### src/rtl/seq_detect_param.sv
// Serial pattern detector: runtime pattern/length/overlap, saturating match counter, hex 7-seg readout.
// Latency: match, match_count and det update on the edge that accepts the final pattern bit; seg is combinational.
// Backpressure: none; accepts one bit per clock when ena && bit_valid, and ena low freezes all state.
module seq_detect_param #(
  parameter int MAX_LEN = 8,
  parameter int CNT_W   = 8,
  parameter int LEN_W   = $clog2(MAX_LEN) + 1
) (
  input  logic               clk,
  input  logic               rst,
  input  logic               ena,
  input  logic               bit_in,
  input  logic               bit_valid,
  input  logic               cfg_load,
  input  logic [MAX_LEN-1:0] pattern,
  input  logic [LEN_W-1:0]   pat_len,
  input  logic               overlap,
  input  logic               clr_count,
  output logic               match,
  output logic [CNT_W-1:0]   match_count,
  output logic [7:0]         seg
);

  localparam logic [LEN_W-1:0] MAX_LEN_L = LEN_W'(MAX_LEN);
  localparam logic [CNT_W-1:0] CNT_MAX   = '1;

  // Latched configuration
  logic [MAX_LEN-1:0] pat_q;
  logic [LEN_W-1:0]   len_q;
  logic               ovl_q;

  // Detection state
  logic [MAX_LEN-1:0] hist;
  logic [LEN_W-1:0]   fill;
  logic               det;

  // Combinational helpers
  logic               load;
  logic               accept;
  logic [LEN_W-1:0]   len_clamp;
  logic [MAX_LEN-1:0] hist_next;
  logic [MAX_LEN-1:0] len_mask;
  logic [LEN_W-1:0]   fill_inc;
  logic [LEN_W:0]     fill_p1;
  logic               enough_bits;
  logic               pat_equal;
  logic               hit;

  // Qualify strobes: a configuration load wins over a same-cycle bit
  always_comb begin
    load   = ena & cfg_load;
    accept = ena & bit_valid & ~cfg_load;
  end

  // Clamp the requested length so the compare window never exceeds the history
  always_comb begin
    len_clamp = pat_len;
    if (pat_len > MAX_LEN_L) begin
      len_clamp = MAX_LEN_L;
    end
  end

  // Post-shift history: newest bit lands in bit 0 and is compared with pattern[0]
  always_comb begin
    hist_next = {hist[MAX_LEN-2:0], bit_in};
  end

  // Mask selecting the low len_q bits of history/pattern for the compare
  always_comb begin
    len_mask = '0;
    for (int i = 0; i < MAX_LEN; i++) begin
      len_mask[i] = (LEN_W'(i) < len_q);
    end
  end

  // Fill counter arithmetic: saturating increment plus the one-ahead value used for gating
  always_comb begin
    fill_inc = fill;
    if (fill != MAX_LEN_L) begin
      fill_inc = fill + LEN_W'(1);
    end
    fill_p1     = {1'b0, fill} + (LEN_W + 1)'(1);
    enough_bits = (fill_p1 >= {1'b0, len_q});
  end

  // Match decision on the accepted bit using the post-shift history
  always_comb begin
    pat_equal = (((hist_next ^ pat_q) & len_mask) == '0);
    hit       = accept && (len_q != '0) && enough_bits && pat_equal;
  end

  // Configuration registers, loaded only while enabled
  always_ff @(posedge clk or posedge rst) begin
    if (rst) begin
      pat_q <= '0;
      len_q <= '0;
      ovl_q <= 1'b1;
    end else if (load) begin
      pat_q <= pattern;
      len_q <= len_clamp;
      ovl_q <= overlap;
    end
  end

  // History and fill: cleared by a load, advanced per accepted bit, fill restarts after a non-overlap match
  always_ff @(posedge clk or posedge rst) begin
    if (rst) begin
      hist <= '0;
      fill <= '0;
    end else if (load) begin
      hist <= '0;
      fill <= '0;
    end else if (accept) begin
      hist <= hist_next;
      if (hit && !ovl_q) begin
        fill <= '0;
      end else begin
        fill <= fill_inc;
      end
    end
  end

  // One-cycle match pulse; hit already requires ena, so disabled cycles force it low
  always_ff @(posedge clk or posedge rst) begin
    if (rst) begin
      match <= 1'b0;
    end else begin
      match <= hit;
    end
  end

  // Saturating counter and sticky detect; clear beats a same-cycle increment
  always_ff @(posedge clk or posedge rst) begin
    if (rst) begin
      match_count <= '0;
      det         <= 1'b0;
    end else if (ena) begin
      if (clr_count) begin
        match_count <= '0;
        det         <= 1'b0;
      end else if (hit) begin
        det <= 1'b1;
        if (match_count != CNT_MAX) begin
          match_count <= match_count + CNT_W'(1);
        end
      end
    end
  end

  // Hex glyph of the low count nibble with the detect latch on the decimal point
  always_comb begin
    seg = 8'h00;
    unique case (match_count[3:0])
      4'h0: seg[6:0] = 7'h3F;
      4'h1: seg[6:0] = 7'h06;
      4'h2: seg[6:0] = 7'h5B;
      4'h3: seg[6:0] = 7'h4F;
      4'h4: seg[6:0] = 7'h66;
      4'h5: seg[6:0] = 7'h6D;
      4'h6: seg[6:0] = 7'h7D;
      4'h7: seg[6:0] = 7'h07;
      4'h8: seg[6:0] = 7'h7F;
      4'h9: seg[6:0] = 7'h6F;
      4'hA: seg[6:0] = 7'h77;
      4'hB: seg[6:0] = 7'h7C;
      4'hC: seg[6:0] = 7'h39;
      4'hD: seg[6:0] = 7'h5E;
      4'hE: seg[6:0] = 7'h79;
      4'hF: seg[6:0] = 7'h71;
      default: seg[6:0] = 7'h00;
    endcase
    seg[7] = det;
  end

endmodule

### config.mk
export PLATFORM = sky130hd
export DESIGN_NAME = seq_detect_param
export DESIGN_NICKNAME = d
export VERILOG_FILES = /design/src/rtl/seq_detect_param.sv
export SDC_FILE = /design/constraint.sdc
export NUM_CORES = 1
export LEC_CHECK = 0
export ABC_AREA = 1
export ABC_CLOCK_PERIOD_IN_PS = 2800
export CAP_MARGIN = 15
export CORE_MARGIN = 2
export CORE_UTILIZATION = 55
export CTS_BUF_LIST = sky130_fd_sc_hd__clkbuf_2 sky130_fd_sc_hd__clkbuf_4 sky130_fd_sc_hd__clkbuf_8
export CTS_CLUSTER_SIZE = 20
export DETAILED_ROUTE_END_ITERATION = 6
export GPL_TIMING_DRIVEN = 0
export PLACE_DENSITY_LB_ADDON = 0.1
export SLEW_MARGIN = 20
export SYNTH_ARGS = -nofsm -noshare
export SYNTH_HDL_FRONTEND = slang
export SYNTH_SLANG_ARGS = --single-unit
export TNS_END_PERCENT = 20
### constraint.sdc
create_clock -name clk -period 2.8 [get_ports clk]
set_input_delay 0.84 -clock clk [delete_from_list [all_inputs] [get_ports clk]]
set_output_delay 0.84 -clock clk [all_outputs]
set_load 0.02 [all_outputs]
==> results of run 1 <==
==> critical path, cell delays in order (launching register included) <==
cell and delay, ns:
dfrtp_2 0.48, ha_1 0.23, or2_2 0.32, a32oi_1 0.22, dlygate4sd2_1 0.36
==> logic make-up (layout without fill, tap and decap cells) <==
family | after synthesis | after routing
adders and majority gates | 14 | 14
xor gates and xnor gates | 6 | 6
DFF | 34 | 34
AOI/OAI and AO/OA | 30 | 30
and+or+nand+nor | 165 | 165
buffers and inverters | 50 | 93
==> state kept, by name (all words and copies together), names as in the netlist <==
register	cells
match_count	8
pat_q	8
hist	7
fill	4
len_q	4
det	1
match	1
ovl_q	1
==> power by group through the flow <==
stage | sequential [mW] | clock, mW | combinational (mW)
after floorplan | 0.614 | 0 | 0.360
after global placement | 0.615 | 0 | 0.514
after detailed placement | 0.617 | 0 | 0.538
after CTS | 0.611 | 0.402 | 0.528
after global routing | 0.620 | 0.426 | 0.602
final | 0.611 | 0.394 | 0.522
==> synth_stat cells, types with 3 or more instances <==
cell / n
dfrtp_1: 33
nand3_1: 7
xor2_1: 5
ha_1: 14
nand4_1: 9
o22ai_1: 6
inv_2: 3
nand2_2: 3
inv_1: 42
o21ai_0: 13
nand2_1: 104
nor2_1: 26
==> routing by layer <==
metal	up-vias	global-route usage, %
met2	40	42.3
met3	10	4.50
met1	886	28.5
met5	-	0
met4	0	9.69
li1	1024	-
==> through the flow <==
step                      instances  power [mW]  area [um2]
final                           392        1.53        2730
after global routing            392        1.65        2730
after CTS                       392        1.54        2720
after detailed placement        384        1.15        2630
after global placement          384        1.13        2630
after floorplan                 299       0.974        2220
==> cell type report <==
cell class	instances	area, um2
timing repair buffer	35	349
tap	50	62.6
buffer	5	25.0
multi-input combinational	215	1170
sequential	34	855
clock buffer	7	90.1
fill	347	1210
clock inverter	1	5.00
inverter	45	169
==> worst max path at each step <==
stage,from,end,depth (start not counted)
after global routing,match_count[0],seg[3],6
after CTS,match_count[1],seg[4],6
final,match_count[0],seg[5],4
after floorplan,match_count[0],seg[5],3
after detailed placement,match_count[0],seg[3],6
after global placement,match_count[0],seg[3],6
==> what timing repair did <==
action / in CTS / in global routing
gates resized for setup: 7 / 3
setup buffers: 0 / 0
endpoints found under the setup margin: 7 / 4
pin swaps: 0 / 0
hold buffers: 0 / 0
==> metrics, run 1 <==
Setup crit end kind=output pin; antenna violations before repair=0; ys flop type=dfrtp_1; r2r endpoint=match_count[4]; Buffers on Ports=35; Max FO, Critical Path=9; status=finished, final reports clean; CTS buffer count=5; hold path endpoint=match_count[7]; register area share after synthesis=about two fifths; Static Leak=1.41 nW; Worst-Margin Slew=just over 0.7 ns; Mapped Area=0.00222 mm2; site row count=23; hold_ws=~0.50 ns; Antenna Nets Post-Route=0; Routed WL=approximately 4700 um; Area growth syn-to-layout=23.2%; commonest non-fill, non-tap cell in the layout=nand2_1; Syn Inst Count=299; Fmax=364 MHz; largest vdd supply drop=around 0.00031 V; Worst Path Required=between 1.5 and 2 ns; vias in the first global route=around 1900; post-route setup slack=approximately 0.056 ns; Switching Fraction=36.1%; Internal=between 0.9 and 1 mW; final period utilization=between 90 and 100%; pwr/cell area=560 mW/mm2; CTS H-tree lvls=2; most frequent cells in the layout=104 x nand2_1, 41 x inv_1, 31 x dfrtp_1, 28 x clkdlybuf4s50_1, 26 x nor2_1; Synth Area in Compound Gates=under 10%; Adder-Cell Fraction of Synth Area=7.91%; clock buffer depth=2; Synth Area in Simple Gates=roughly a third; final core utilization=69.2%; Sw Pwr=around 0.55 mW; sequential share of power=40.0%; total of max-cap violations=0; Clock Tree Root=clkbuf_8; drt pass-1 iters=4; clock group share of total power=25.8%; die width=~67 um; Synth Warn #=0; syn_nets=about 330; R2R Path Start=fill[0]; ANT cells=0; r2r setup slk=0.53 ns; total number of vias=slightly below 2000; Pins Over Slew Limit=0; initial core utilization=56.2%; I/O pins=37; Fin Clk Skew=0.00770 ns; largest net degree at the start of global routing=35; die height=about 67 um; first-pass GRT wire length=~8000 um; Crit Path Class=reg -> out; grt total ovfl=0; worst skew pair latency=roughly 0.29 ns; Max-slew headroom=~52%; Worst Hold Class=reg -> reg; CORE AREA=between 0.003 and 0.004 mm2; DP Worst Slack=~0.044 ns; Post-Syn Area per Cell=7.41 um2; drc violations=0; wire length on met2=approximately 2400 um; EDFF count, synth=0; mux cell area share after synthesis=0%; Post-Synth XOR/XNOR Area=2.37%; Final Hold Fails=0; final net count=~380; Comb pwr share=around a third; fin crit period=between 2 and 3 ns; Clk pin slew, worst setup/hold paths=0.07 ns; routability congestion estimate=between 0.7 and 0.8; DR iter-0 viols=approximately 110; flops & latches, synth=34; GRT Resource Usage Total=roughly a quarter; Metal-1 WL=around 2000 um; largest family of logic cells by synthesized area=simple AND/OR/NAND/NOR gates; asr flop ratio synth=100%; Setup violations, final=0; Setup TNS=0 ns; FF-to-FF path depth=14; clock sinks=34; worst hold start=match_count[7]; via density per instance=~5.0; fraction of layout cells with a size suffix above 1=about a tenth; Synth area leaders=dfrtp_1 37%, nand2_1 18%, ha_1 7.9%; Max Used Layer=met4; RSZ-0062 raised after global routing=true; DP HPWL=around 3500 um; Synth area leader=dfrtp_1; Arr. time, crit path=around 1.9 ns; Die Area=roughly 0.0046 mm2; Hold Path Stages=2; crit path launch type=flip-flop; synth unique cells=37; CTS tree=built; top-area cell type share of the netlist area=a little under two fifths; WL met3=about 190 um; wire per inst=12.0 um
Note: power is estimated with default switching activity, not from simulation.
==> inputs of run 2 (changes only) <==
--- a/config.mk
+++ b/config.mk
@@ -11,7 +11,6 @@
 export CORE_MARGIN = 2
 export CORE_UTILIZATION = 55
 export CTS_BUF_LIST = sky130_fd_sc_hd__clkbuf_2 sky130_fd_sc_hd__clkbuf_4 sky130_fd_sc_hd__clkbuf_8
-export CTS_CLUSTER_SIZE = 20
 export DETAILED_ROUTE_END_ITERATION = 6
 export GPL_TIMING_DRIVEN = 0
 export PLACE_DENSITY_LB_ADDON = 0.1
==> results of run 2 <==
Same layout as run 1: the final DEF is identical, and so are final timing and power.
